[config.mk]
export PLATFORM = sky130hd
export DESIGN_NAME = seven_seg_scanner
export DESIGN_NICKNAME = d
export VERILOG_FILES = /design/src/rtl/seven_seg_pkg.sv /design/src/rtl/seven_seg_hex_decode.sv /design/src/rtl/seven_seg_scanner.sv
export SDC_FILE = /design/constraint.sdc
export NUM_CORES = 1
export LEC_CHECK = 0
export ABC_AREA = 0
export BUFFER_PORTS_ARGS = -buffer_cell sky130_fd_sc_hd__buf_4
export CORE_MARGIN = 2
export CORE_UTILIZATION = 60
export CTS_CLUSTER_DIAMETER = 50
export DETAILED_ROUTE_END_ITERATION = 12
export PLACE_DENSITY = 0.85
export SLEW_MARGIN = 30
export SYNTH_ARGS = -nofsm -noshare
export SYNTH_HDL_FRONTEND = slang
export SYNTH_SLANG_ARGS = --single-unit
[constraint.sdc]
create_clock -name clk -period 5.78 [get_ports clk]
set_input_delay 0.867 -clock clk [delete_from_list [all_inputs] [get_ports clk]]
set_output_delay 0.867 -clock clk [all_outputs]
set_load 0.1 [all_outputs]
[src/rtl/seven_seg_pkg.sv]
// Shared types and constants for the eight-digit seven-segment scanner.
// Segment vectors are ordered {A,B,C,D,E,F,G} and are active-low.
package seven_seg_pkg;

  localparam int NUM_DIGITS = 8;

  typedef logic [6:0] seg_t;

  localparam seg_t SEG_BLANK = 7'h7F;

  localparam seg_t SEG_TABLE [16] = '{
    7'b0000001, 7'b1001111, 7'b0010010, 7'b0000110,
    7'b1001100, 7'b0100100, 7'b0100000, 7'b0001111,
    7'b0000000, 7'b0000100, 7'b0001000, 7'b1100000,
    7'b0110001, 7'b1000010, 7'b0110000, 7'b0111000
  };

endpackage

[src/rtl/seven_seg_hex_decode.sv]
// Combinational hex nibble to active-low segment pattern.
import seven_seg_pkg::*;

module seven_seg_hex_decode (
  input  logic [3:0] num,
  output seg_t       seg
);

  assign seg = SEG_TABLE[num];

endmodule

[src/rtl/seven_seg_scanner.sv]
// Time-multiplexed 8-digit common-anode display driver: shadow registers,
// slot divider, digit index and a registered segment/anode output stage.
import seven_seg_pkg::*;

module seven_seg_scanner #(
  parameter int REFRESH_DIV = 100000
) (
  input  logic        clk,
  input  logic        rst_n,
  input  logic        load,
  input  logic [31:0] data_in,
  input  logic [7:0]  dp_in,
  input  logic [7:0]  en_in,
  output logic        A,
  output logic        B,
  output logic        C,
  output logic        D,
  output logic        E,
  output logic        F,
  output logic        G,
  output logic        DP,
  output logic [7:0]  AN,
  output logic        frame_tick
);

  localparam int CW = $clog2(REFRESH_DIV);
  localparam int IW = $clog2(NUM_DIGITS);
  localparam logic [CW-1:0] CNT_LAST = CW'(REFRESH_DIV - 1);
  localparam logic [IW-1:0] IDX_LAST = IW'(NUM_DIGITS - 1);

  logic [31:0]   data_q;
  logic [7:0]    dp_q;
  logic [7:0]    en_q;
  logic [CW-1:0] cnt;
  logic [IW-1:0] idx;
  logic          tc;

  logic [3:0]    digit;
  seg_t          digit_seg;
  logic          digit_en;
  logic          digit_dp;

  seg_t          seg_q;
  logic [7:0]    an_q;
  logic          dp_q_out;
  logic          tick_q;

  assign tc       = (cnt == CNT_LAST);
  assign digit    = data_q[{idx, 2'b00} +: 4];
  assign digit_en = en_q[idx];
  assign digit_dp = dp_q[idx];

  seven_seg_hex_decode u_decode (
    .num (digit),
    .seg (digit_seg)
  );

  always_ff @(posedge clk) begin
    if (!rst_n) begin
      data_q <= '0;
      dp_q   <= '0;
      en_q   <= '0;
    end else if (load) begin
      data_q <= data_in;
      dp_q   <= dp_in;
      en_q   <= en_in;
    end
  end

  always_ff @(posedge clk) begin
    if (!rst_n) begin
      cnt    <= '0;
      idx    <= '0;
      tick_q <= 1'b0;
    end else begin
      cnt    <= tc ? '0 : cnt + 1'b1;
      tick_q <= tc && (idx == IDX_LAST);
      if (tc) begin
        idx <= idx + 1'b1;
      end
    end
  end

  // Outputs follow the current index one cycle late, so a new slot briefly
  // overlaps the previous digit instead of inserting dead time.
  always_ff @(posedge clk) begin
    if (!rst_n) begin
      an_q     <= 8'hFF;
      seg_q    <= SEG_BLANK;
      dp_q_out <= 1'b1;
    end else begin
      an_q     <= digit_en ? ~(8'b1 << idx) : 8'hFF;
      seg_q    <= digit_en ? digit_seg : SEG_BLANK;
      dp_q_out <= ~(digit_dp & digit_en);
    end
  end

  assign {A, B, C, D, E, F, G} = seg_q;
  assign DP         = dp_q_out;
  assign AN         = an_q;
  assign frame_tick = tick_q;

endmodule

==> summary.txt <==
Run status
  • Status: finished, final reports clean

Critical path
  • Reg2Reg Launch Point: idx[0]
  • CP max FO: 17
  • Startpoint Class: register
  • Worst EP required: roughly 6 ns
  • Crit path kind: reg -> reg
  • R2R cell count: 7
  • Reg2reg end: seg_q[1]
  • R2R Setup Slk: approximately 2.8 ns
  • Critical path endpoint category: register
  • Arr. time, crit path: 3.22 ns

Clocking
  • CTS buffer count: 9
  • Post-CTS Resized: 0
  • Worst-path clk slew: ~0.080 ns
  • Hold_buf cts: 0
  • Postcts setup bufs: 0
  • CTS tree: built
  • Number of H-tree levels: 3
  • Clock sink total: 85
  • CTS root buffer: clkbuf_8
  • Clk_lat worst skew: 0.36 ns
  • Bufs on Longest Clock Path: 2

Routing
  • Detailed Route Iter0 Violations: 90
  • Wire per inst: roughly 15 µm
  • Vias: about 2700
  • Via-to-Cell Ratio: 5.44
  • DRC violations left: 0
  • Pre-antenna DRT Iters: 4
  • Post-Route WL: 7420 µm
  • Antenna Violating Nets Remaining: 0

Placement
  • Placed instance area: approximately 0.0043 mm²
  • Post-DP HPWL: between 5000 and 6000 µm
  • Final Wtd Congestion: 0.819
  • Dpl cells: between 400 and 500
  • # port buffers: 67

Synth
  • Synth cell count leaders: dfxtp_1 (85), mux2i_1 (54), nor2b_1 (51), nor2_1 (24), nand2_1 (21)
  • Post-synth EDFFs: 0
  • Cell taking the most area after synthesis: dfxtp_1
  • Most numerous cell in the Yosys netlist: dfxtp_1
  • Yosys warnings: 0
  • Synth Flop Type: dfxtp_1
  • Avg Synthesized Cell Area: 10.8 µm²
  • Post-synth ARST share: 0%
  • Top post-synthesis cells by area: dfxtp_1 (44%), mux2i_1 (14%), nor2b_1 (8.3%), mux4_1 (6.8%), ha_1 (4.2%)
  • Syn Nets: 420
  • Mapped Cells: roughly 360
  • Register area share after synthesis: between 40% and 50%
  • Netlist Area Pre-Place: about 0.0038 mm²
  • Synth cell types: 40
  • Share of the synthesized area in the top cell type: approximately 44%
  • Synth Register Bits: 85

Final layout
  • Non-Filler Instances: 496
  • Multi-input gate area: between 0.002 and 0.0025 mm²
  • Share of cells above drive strength 1: about a fifth
  • ANT cells: 0
  • Reg area: approximately 0.0017 mm²
  • Layout Area Growth over Synthesis: 18.8%
  • Number of fill cells in the layout: between 400 and 500
  • Total Nets Final: 479
  • Final instance area: around 0.0046 mm²

STA
  • Slew @ Worst Pin: between 0.8 and 0.9 ns
  • Unrepaired setup endpoints after global routing: false
  • Slew Viols, Final: 0
  • Sum Neg Setup Slack: 0 ns
  • Slew headroom: between 40% and 50%
  • Minimum clock period: between 2 and 3 ns
  • Setup Viol. Count Final: 0
  • Clock skew: 0.00832 ns
  • Peak Freq: around 0.34 GHz
  • Hold Fails Final Rpt: 0
  • Final Cycle Share: between 50% and 60%
  • Hold Slack: 0.471 ns

GRT
  • Tot GR Track Use: 21.8%
  • Vias in the first global route: approximately 2600
  • First-pass GRT wire length: around 12000 µm
  • GRT overflow: 0
  • Largest net degree at the start of global routing: 57
  • Antenna violations before repair: 0

Power
  • Pleak: about 2.0 nW
  • Maximum vdd drop: between 0.00015 and 0.0002 V
  • PD cells: 270 mW/mm²

Flow run
  • # Max-Cap Violations: 0

Min path
  • Type of the tightest min-delay check: reg -> reg
  • Worst Hold Path Cells: 1
  • Hold endpoint: cnt[0]
  • HP Start: cnt[0]

Floorplan
  • # rows: 29
  • Die ar.: 0.00707 mm²
  • Die Height: roughly 84 µm
  • CORE AREA: about 0.0063 mm²
  • DIE WIDTH: between 80 and 90 µm
  • Initial core utilization: 61.3%
  • Ports: 68
## critical path, cell delays in order (launching register included)
cell     delay, ns
dfxtp_1       0.87
mux4_1        0.63
mux2i_1       0.39
inv_1         0.17
ha_1          0.23
nand3_1       0.11
o21ai_0       0.10
a221o_1       0.34
## metrics by stage
step | power (mW) | util (%) | setup WS (ns)
final | 1.23 | 72.8 | 2.81
after global routing | 1.28 | 72.8 | 2.58
after CTS | 1.24 | 72.8 | 2.81
after detailed placement | 0.765 | 69.2 | 2.82
after global placement | 0.760 | 69.2 | 2.96
after floorplan | 0.720 | - | 3.41
## power by group
| part | leakage (nW) | internal (mW) | switching [mW] |
|---|---|---|---|
| sequential | 0.696 | 0.609 | 0.0137 |
| combinational | 1.20 | 0.0646 | 0.0639 |
| clock | 0.110 | 0.285 | 0.198 |
| total | 2.01 | 0.959 | 0.276 |
## worst max-delay path by stage
stage / startpoint / end / depth (start not counted)
2_1_floorplan: idx[0] / seg_q[1] / 9
3_3_place_gp: idx[0] / seg_q[1] / 7
3_5_place_dp: idx[0] / seg_q[1] / 7
4_1_cts: idx[0] / seg_q[1] / 7
5_1_grt: idx[0] / seg_q[1] / 7
6_report: idx[0] / seg_q[1] / 7
## routing by layer
layer / track usage, % / wire length (µm) / vias up / part of all wire [%]
met4: 11.3 / 199 / 0 / 2.7
li1: - / - / 1342 / -
met1: 27.5 / 3400 / 1254 / 46
met2: 35.2 / 3500 / 83 / 47
met5: 0 / 0 / - / 0
met3: 4.35 / 314 / 20 / 4.2
## state kept, by name, indices dropped and copies added (netlist names)
name	count
DP	1
idx	3
frame_tick	1
dp_q	8
seg_q	7
en_q	8
AN	8
cnt	17
data_q	32
## final cells by class
type	instances	share of cell area [%]
multi-input combinational	243	43.9
timing repair buffer	67	11.0
sequential	85	37.2
inverter	9	0.739
clock inverter	4	2.14
clock buffer	11	2.87
tap	77	2.11
## cells by family after synthesis
logic type               after synthesis  synth area share, %
AO/OA/AOI/OAI                         18                 3.84
multiplexers                          68                 22.6
buffers and inverters                 28                 3.64
adder cells (fa/ha/maj)               13                 4.23
XOR/XNOR                              16                 3.64
flip-flops                            85                 44.2
AND/OR/NAND/NOR                      128                 17.8
## cells in the final DEF (no fill, tap or decap), types with 3 or more instances in the layout
master / netlist / layout
mux4_1: 10 / 10
and2_1: 4 / 4
nand2_1: 21 / 21
dfxtp_1: 85 / 85
and3_1: 8 / 8
clkbuf_8: 0 / 9
a221o_1: 4 / 4
bufinv_16: 0 / 3
ha_1: 13 / 13
xor2_1: 8 / 8
nor2b_1: 51 / 51
buf_4: 2 / 67
nor3_1: 3 / 3
o21ai_0: 4 / 4
nor2_1: 24 / 24
inv_1: 8 / 8
xnor2_1: 8 / 8
nand3_1: 8 / 8
mux2i_1: 54 / 54
Note: power is estimated with default switching activity, not from simulation.
